--- src/rtl/sigdel_pkg.sv ---
// Shared types and constants for the sigma-delta DAC interpolator.
// The FSM encoding lives here so that the interpolator and any observer use the same values.
package sigdel_pkg;

    typedef enum logic [1:0] {
        IDLE = 2'd0,
        RUN  = 2'd1,
        HOLD = 2'd2
    } state_t;

    // Offset-binary code for a zero-valued sample (0x8000 for a 16-bit code).
    function automatic logic [31:0] midscale(input int unsigned bitlen);
        return 32'd1 << (bitlen - 1);
    endfunction

endpackage

--- src/rtl/sigdel_fifo.sv ---
// Synchronous show-ahead FIFO buffering incoming audio samples.
// rd_data always presents the oldest entry; push when full and pop when empty are ignored.
module sigdel_fifo #(
    parameter int WIDTH = 16,
    parameter int DEPTH = 4
) (
    input  logic             clk,
    input  logic             rst,
    input  logic             push,
    input  logic [WIDTH-1:0] wr_data,
    input  logic             pop,
    output logic [WIDTH-1:0] rd_data,
    output logic             full,
    output logic             empty
);

    localparam int PTR_W = $clog2(DEPTH);
    localparam logic [PTR_W:0] FULL_COUNT = (PTR_W + 1)'(DEPTH);

    logic [WIDTH-1:0] mem [DEPTH];
    logic [PTR_W-1:0] wr_ptr;
    logic [PTR_W-1:0] rd_ptr;
    logic [PTR_W:0]   count;
    logic             do_push;
    logic             do_pop;

    assign full    = (count == FULL_COUNT);
    assign empty   = (count == '0);
    assign do_push = push & ~full;
    assign do_pop  = pop & ~empty;
    assign rd_data = mem[rd_ptr];

    // Storage carries no reset; only the pointers and count define what is valid.
    always_ff @(posedge clk) begin
        if (do_push) begin
            mem[wr_ptr] <= wr_data;
        end
    end

    always_ff @(posedge clk or posedge rst) begin
        if (rst) begin
            wr_ptr <= '0;
            rd_ptr <= '0;
            count  <= '0;
        end else begin
            if (do_push) begin
                wr_ptr <= wr_ptr + 1'b1;
            end
            if (do_pop) begin
                rd_ptr <= rd_ptr + 1'b1;
            end
            case ({do_push, do_pop})
                2'b10:   count <= count + 1'b1;
                2'b01:   count <= count - 1'b1;
                default: count <= count;
            endcase
        end
    end

endmodule

--- src/rtl/sigdel_interp.sv ---
// Linear interpolator feeding a sigma-delta DAC: each buffered sample is reached by a
// straight-line ramp of 2^OSR_LOG2 equal steps, then held if the next sample is late.
module sigdel_interp
    import sigdel_pkg::*;
#(
    parameter int BITLEN     = 16,
    parameter int OSR_LOG2   = 6,
    parameter int FIFO_DEPTH = 4
) (
    input  logic              clk,
    input  logic              rst,
    input  logic [BITLEN-1:0] s_data,
    input  logic              s_valid,
    output logic              s_ready,
    output logic [BITLEN-1:0] dac_code,
    output logic              underrun,
    input  logic              clr_underrun,
    output logic [1:0]        fsm_state
);

    localparam int ACC_W  = BITLEN + OSR_LOG2 + 1;
    localparam int STEP_W = BITLEN + 1;
    localparam logic [OSR_LOG2-1:0] PHASE_LAST = '1;
    localparam logic [BITLEN-1:0]   MID_CODE   = BITLEN'(midscale(BITLEN));

    state_t              state;
    state_t              state_next;
    logic [OSR_LOG2-1:0] phase;
    logic [ACC_W-1:0]    acc;
    logic [STEP_W-1:0]   step;
    logic [BITLEN-1:0]   target;

    logic                fifo_full;
    logic                fifo_empty;
    logic [BITLEN-1:0]   head;
    logic                pop;
    logic                boundary;
    logic [STEP_W-1:0]   step_new;
    logic [ACC_W-1:0]    target_acc;
    logic [ACC_W-1:0]    step_ext;

    sigdel_fifo #(
        .WIDTH (BITLEN),
        .DEPTH (FIFO_DEPTH)
    ) u_fifo (
        .clk     (clk),
        .rst     (rst),
        .push    (s_valid & s_ready),
        .wr_data (s_data),
        .pop     (pop),
        .rd_data (head),
        .full    (fifo_full),
        .empty   (fifo_empty)
    );

    // Handshake: a sample transfers on any clk edge where s_valid && s_ready; s_ready
    // depends only on the registered buffer count (and is held low during reset).
    assign s_ready   = ~fifo_full & ~rst;
    assign fsm_state = state;

    assign boundary   = (state != IDLE) && (phase == PHASE_LAST);
    assign step_new   = {head[BITLEN-1], head} - {target[BITLEN-1], target};
    assign target_acc = {target[BITLEN-1], target, {OSR_LOG2{1'b0}}};
    assign step_ext   = {{OSR_LOG2{step[STEP_W-1]}}, step};

    always_ff @(posedge clk or posedge rst) begin
        if (rst) begin
            state <= IDLE;
        end else begin
            state <= state_next;
        end
    end

    always_comb begin
        state_next = state;
        case (state)
            IDLE: begin
                if (!fifo_empty) begin
                    state_next = RUN;
                end
            end
            RUN, HOLD: begin
                if (boundary) begin
                    state_next = fifo_empty ? HOLD : RUN;
                end
            end
            default: state_next = IDLE;
        endcase
    end

    always_comb begin
        pop = 1'b0;
        case (state)
            IDLE:      pop = ~fifo_empty;
            RUN, HOLD: pop = boundary & ~fifo_empty;
            default:   pop = 1'b0;
        endcase
    end

    // At a boundary the accumulator snaps to the exact target, so rounding can never drift;
    // in HOLD the step is zero and the sum simply stays put.
    always_ff @(posedge clk or posedge rst) begin
        if (rst) begin
            phase    <= '0;
            acc      <= '0;
            step     <= '0;
            target   <= '0;
            dac_code <= MID_CODE;
        end else begin
            dac_code <= {~acc[ACC_W-2], acc[ACC_W-3:OSR_LOG2]};
            if (state == IDLE) begin
                phase <= '0;
            end else begin
                phase <= phase + 1'b1;
                if (boundary) begin
                    acc <= target_acc;
                end else begin
                    acc <= acc + step_ext;
                end
            end
            if (pop) begin
                step   <= step_new;
                target <= head;
            end else if (boundary) begin
                step <= '0;
            end
        end
    end

    // A fresh underrun event outranks a clear arriving in the same cycle.
    always_ff @(posedge clk or posedge rst) begin
        if (rst) begin
            underrun <= 1'b0;
        end else if (boundary && fifo_empty) begin
            underrun <= 1'b1;
        end else if (clr_underrun) begin
            underrun <= 1'b0;
        end
    end

endmodule
--- config.mk ---
export PLATFORM = sky130hd
export DESIGN_NAME = sigdel_interp
export DESIGN_NICKNAME = d
export VERILOG_FILES = /design/src/rtl/sigdel_pkg.sv /design/src/rtl/sigdel_fifo.sv /design/src/rtl/sigdel_interp.sv
export SDC_FILE = /design/constraint.sdc
export NUM_CORES = 1
export LEC_CHECK = 0
export ABC_AREA = 1
export BUFFER_PORTS_ARGS = -buffer_cell sky130_fd_sc_hd__buf_4
export CAP_MARGIN = 20
export CORE_MARGIN = 5
export CORE_UTILIZATION = 45
export CTS_CLUSTER_SIZE = 24
export DETAILED_ROUTE_END_ITERATION = 7
export GPL_TIMING_DRIVEN = 0
export PLACE_DENSITY = 0.64
export SLEW_MARGIN = 0
export SYNTH_ARGS = -nofsm -noshare
export SYNTH_HDL_FRONTEND = slang
export SYNTH_SLANG_ARGS = --single-unit
--- constraint.sdc ---
create_clock -name clk -period 3.5 [get_ports clk]
set_clock_uncertainty 0.1 [all_clocks]
set_input_delay 0.35 -clock clk [delete_from_list [all_inputs] [get_ports clk]]
set_output_delay 0.35 -clock clk [all_outputs]
set_load 0.005 [all_outputs]
Yosys cells after proc, flatten, opt, wreduce, memory -nomap -nowiden --
Memories as Yosys holds them, arrays and structs flattened. Index checks and enable logic that the tools add are counted.
Word-level totals: flip-flop bits (word level) 88, memory bits (writable) 64, input bits 20, output and inout bits 20, logic and storage cells 59, memories kept 1
Cells by class: $add $sub $neg 7, equality and inequality tests 8, muxes and demuxes 14, bitwise operators 9, reduce and logical (&&, ||, !) cells 10
Memories:
- u_fifo.mem | depth 4, width 16, rd ports 1, clocked after memory_dff 0, wr ports 1, RTL line sigdel_fifo.sv:20 | logic [WIDTH-1:0] mem [DEPTH];
Operators by type and width (count):
- $mux W17 | 2
- $add A23 B23 Y23 | 1
- $mux W23 | 1
- $sub A16 B16 Y17 | 1
- $reduce_bool A2 Y1 | 4
- $add A6 B1 Y6 const B | 1
- $eq A6 B6 Y1 const B | 1
- $mux W2 | 3
- $mux W6 | 1
- $pmux W3 S2 | 1
- $and A1 B1 Y1 | 5
- $add A2 B1 Y2 const B | 2
- $eq A2 B1 Y1 const B | 2
- $eq A2 B2 Y1 const B | 2
- $mux W1 | 4
- $ne A2 B2 Y1 const B | 2
- $not A1 Y1 | 4
- $pmux W2 S2 | 1
- $add A3 B1 Y3 const B | 1
- $eq A3 B3 Y1 const B | 1
- $logic_not A3 Y1 | 1
- $sub A3 B1 Y3 const B | 1
- $logic_and A1 B1 Y1 | 2
- $logic_not A2 Y1 | 1
- 3 further kinds | 3

Depth between registers and ports, before layout --
word-level depth 7, depth in mapped cells 15, depth with buffers taken out 15

By module --
A second synthesis with hierarchy kept.
Second synthesis, totals: cells, all modules 992, area total of the unflattened synthesis 8418.1 µm²
By module, submodules not included:
- sigdel_interp | times used 1, cells an instance 743, area each 5376.4 µm², sequential area each 2003.2 µm²
- sigdel_fifo | times used 1, cells an instance 249, area each 3041.7 µm², sequential area each 2097.0 µm²

Worst setup path before layout --
OpenSTA, ideal clock, no wires.
kind register to register, start point reg state[0] (netlist: fsm_state[0]), end point reg u_fifo.count[2], library setup time 0.124 ns, arrival 2.294 ns, data required time 3.276 ns, slack 0.982 ns, stages on the path, launching flop included 15, buffers on the path 2, clock period less this slack 2.518 ns, path through dfrtp_1 inv_1 ha_1 buf_4 inv_2 a211oi_1 nand2_2 inv_2 buf_4 ha_1 inv_1 fa_1 a21oi_1 o21ai_0 xnor2_1
Between the ends: cells in the longest elaborated chain, start to end 7, elaborated cells between the ends (all ways) 13, classes of those cells eq/ne: 4; mux: 2; bitwise: 2; reduce/logical: 5
Ends and longest elaborated chain:
- start, declared | RTL line sigdel_interp.sv:26 | state_t state;
- start signal, assigned | RTL line sigdel_interp.sv:70 | state <= state_next;
- $reduce_bool A2 Y1 | RTL line sigdel_interp.sv:61 | assign boundary = (state != IDLE) && (phase == PHASE_LAST);
- $logic_and A1 B1 Y1 | RTL line sigdel_interp.sv:61
- $and A1 B1 Y1 | RTL line sigdel_interp.sv:95 | RUN, HOLD: pop = boundary & ~fifo_empty;
- $pmux W1 S2 * | RTL line sigdel_interp.sv:93 | case (state)
- $and A1 B1 Y1 * | RTL line sigdel_fifo.sv:30 | assign do_pop = pop & ~empty;
- net u_fifo.do_pop | RTL line sigdel_fifo.sv:25 | logic do_pop;
- $eq A2 B1 Y1 / $eq A2 B2 Y1 (equally long branches) | RTL line sigdel_fifo.sv:52 | case ({do_push, do_pop})
- $pmux W3 S2 / $reduce_bool A2 Y1 (equally long branches)
- end signal, assigned | RTL line sigdel_fifo.sv:53 | 2'b10: count <= count + 1'b1;
- end signal, assigned | RTL line sigdel_fifo.sv:54 | 2'b01: count <= count - 1'b1;
- end signal, assigned | RTL line sigdel_fifo.sv:55 | default: count <= count;
- end, declared | RTL line sigdel_fifo.sv:23 | logic [PTR_W:0] count;
The timed path passes the listed nets; every way through them passes the cells marked *. A chain may end at the register's enable or synchronous reset.

Final worst setup path --
start point reg u_fifo.rd_ptr[1], end point reg step[14]
Between the ends: cells in the longest elaborated chain, start to end 3
Ends and longest elaborated chain:
- start, declared | RTL line sigdel_fifo.sv:22 | logic [PTR_W-1:0] rd_ptr;
- start signal, assigned | RTL line sigdel_fifo.sv:50 | rd_ptr <= rd_ptr + 1'b1;
- $mem_v2 Z4 W16
- net head[13] | RTL line sigdel_interp.sv:35 | logic [BITLEN-1:0] head;
- $sub A16 B16 Y17 | RTL line sigdel_interp.sv:62 | assign step_new = {head[BITLEN-1], head} - {target[BITLEN-1], target};
- $mux W17 | RTL line sigdel_interp.sv:121 | if (pop) begin
- end signal, assigned | RTL line sigdel_interp.sv:122 | step <= step_new;
- end, declared | RTL line sigdel_interp.sv:30 | logic [STEP_W-1:0] step;
The timed path passes the listed nets, and every way through them passes these cells.

==> results.cfg <==
[timing]
timing.final.crit_share_pct = 84.2
tightest_slew_ns = 0.913
setup_slack_ns = 0.552
slew_headroom_pct = 39.1
rsz0062_at_grt = false
setup_viol = 0
min_period_ns = 2.95
fin_setup_tns_ns = 0
fmax_mhz = 339
slew_viol_final = 0
finalHoldViolCount = 0

[outcome]
status = completed

[critical_path]
path_buf_inv = 2
start_kind = flop
cp_top_family = compound AO/OA/AOI/OAI gates
required_ns = 3.72
endpoint_kind = flop
cp.arrival_ns = 3.17
crit_type = flop to flop
critPathMaxFanout = 10
max_stage_delay_ns = 0.48
crit_slowest_cell = dfrtp_1
path_cells = inv_1 -> clkbuf_1 -> o21ai_0 -> o22ai_1 -> ha_1 -> a21oi_1 -> o21ai_0 -> a21oi_1 -> nand3_1 -> nand2_1 -> o21ai_2

[final_layout]
area_growth_pct = 17.3
n_antenna_cell = 0
fin_util_pct = 54.0
drive_gt1_share_pct = 9.82
regArea_um2 = 4100
multi_input_area_um2 = 3340
nets = 1073
n_fill_cell = 1569
final_area_um2 = 9380

[clock_tree]
clk_latency_ns = 0.44
clkSlewWorstSetupHoldPaths_ns = 0.07
cts_setup_buffers = 0
cts_resized = 0
root_buffer = clkbuf_16
htree_num_levels = 4
clockBufferDepth = 2
cts_num_sinks = 151
cts_tree = done
cts_hold_buf = 9
cts_buffers = 17

[global_route]
grt_max_degree = 60
grt_first_pass_wirelength_um = 30600
grt.total_usage_pct = 19.1
grt_pass1_vias = 6263
overflow = 0
antenna_found_initial = 0

[die]
die_h_um = 143
io_pins = 40
core.rowCount = 48
initial_core_util_pct = 46.0
die_w_um = 143
core-area_um2 = 17400
dieArea_um2 = 20500

[route]
ant_nets = 0
vias = 6226
dr.pass1.iters = 5
routed_wl_um = 18300
drt_iter0_drc = 369
routedWlPerCell_um = 14.8
detail_route.drc_violations = 0
vias_per_cell = 5.01

[logic_synthesis]
synth_cells = 930
synth_seq_cells = 151
yosysTopAreaCellShare_pct = 26.9
synth.cell_area_um2 = 7990
synth.area.top_cells = dfrtp_1 27%, edfxtp_1 24%, nand2_1 12%
syn_avg_cell_area_um2 = 8.59
synth_nets = 998
synth.largest_area_cell = dfrtp_1
yosysSeqAreaShare_pct = 51.3
synth_cell_types = 37
synth-warning-count = 0

[place]
dpl_worst_slack_ns = 0.583
portBuffers = 39
place.detailed.hpwl_um = 13700
routabilityCongestion = 0.875
place_area_um2 = 8640

[run]
cap_violations = 0

[worst_hold_path]
hp-class = primary input to flop
metal layers:
metal	share of wire, %	GRT usage (%)	vias to the layer above
li1	-	-	3205
met1	46	24.4	2873
met2	48	32.4	121
met3	4.1	4.55	27
met4	1.5	5.85	0
met5	0	0	-
worst register-to-register path: cells and delay by family (launching register included):
family / cells / cell delay, ns
buffers and inverters: 2 / 0.63
adder cells (fa/ha/maj): 1 / 0.36
AO/OA/AOI/OAI: 6 / 1.10
AND/OR/NAND/NOR: 2 / 0.17
flip-flops: 1 / 0.48
registers in the layout (all words and copies together), names as in the netlist:
register	cells
acc	22
dac_code	16
fsm_state	2
phase	6
step	17
target	16
u_fifo.count	3
u_fifo.mem	64
u_fifo.rd_ptr	2
u_fifo.wr_ptr	2
underrun	1
final cells by class:
| class | count | area share, % |
|---|---|---|
| buffer | 19 | 1.17 |
| clock buffer | 17 | 4.54 |
| clock inverter | 15 | 1.87 |
| inverter | 119 | 4.79 |
| multi-input combinational | 641 | 35.7 |
| sequential | 151 | 43.7 |
| tap | 225 | 3.00 |
| timing repair buffer | 56 | 5.23 |
cells in the final DEF (no fill, tap or decap), drive strengths merged, types with 6 or more instances in the layout:
cell type / count
nand2: 261
nand3: 44
o22ai: 18
nand3b: 6
o21ai: 90
o21bai: 7
nor3: 8
ha: 45
clkbuf: 26
buf: 52
dlygate4sd3: 14
a21oi: 38
xnor2: 11
nor2: 90
dfrtp: 86
edfxtp: 64
inv: 128
cells in the mapped netlist:
library cell / instances
buf_4: 3
o21bai_1: 7
nand3b_1: 6
edfxtp_1: 64
buf_2: 4
nor2_4: 1
buf_6: 3
and2_1: 3
dfstp_2: 1
a32o_1: 1
nand2_1: 260
o21ai_0: 85
clkbuf_1: 9
inv_2: 3
a21oi_1: 38
fa_1: 3
a22o_1: 1
nor3_1: 8
nor2_1: 89
o22ai_1: 18
a31oi_1: 1
o21ai_4: 1
nand4_1: 4
nand3_1: 44
a21o_1: 1
xnor2_1: 11
xor2_1: 5
o211ai_1: 1
ha_1: 45
inv_1: 116
or2_1: 1
a211oi_1: 1
nand4_2: 1
o21ai_1: 1
dfrtp_1: 86
o21ai_2: 3
nand2_2: 1
kinds of logic after synthesis:
kind of cell,after synthesis,synth area share [%]
buffers and inverters,138,6.97
adders and majority gates,48,7.80
xor gates and xnor gates,16,1.75
and+or+nand+nor,418,21.2
AOI/OAI and AO/OA,159,11.0
DFF,151,51.3
per-stage QoR:
stage,cells,hold WS (ns)
3_5_place_dp,1197,0.286
6_report,1243,0.0159
2_1_floorplan,930,0.280
4_1_cts,1238,0.000152
3_3_place_gp,1194,0.302
5_1_grt,1243,0.00229
path summary, 6_finish.rpt:
| path | startpoint | endpoint | slack [ns] | depth (start not counted) |
|---|---|---|---|---|
| hold / removal | s_data[10] | u_fifo.mem[1][10]$_DFFE_PP_ | 0.02 | 1 |
| min in group asynchronous | rst | u_fifo.wr_ptr[0]$_DFFE_PP0P_ | 0.37 | 3 |
| setup / recovery | u_fifo.rd_ptr[1]$_DFFE_PP0P_ | step[14]$_DFFE_PP0P_ | 0.55 | 11 |
| setup reg to reg | u_fifo.rd_ptr[1]$_DFFE_PP0P_ | step[14]$_DFFE_PP0P_ | 0.55 | 11 |
| max in group asynchronous | rst | dac_code[15]$_DFF_PP1_ | 2.24 | 4 |
| hold reg to reg | acc[16]$_DFFE_PP0P_ | dac_code[10]$_DFF_PP0_ | 0.32 | 0 |
Power is not shown: default switching activity piles up to over one toggle a cycle in this logic, so the estimate is an artifact.
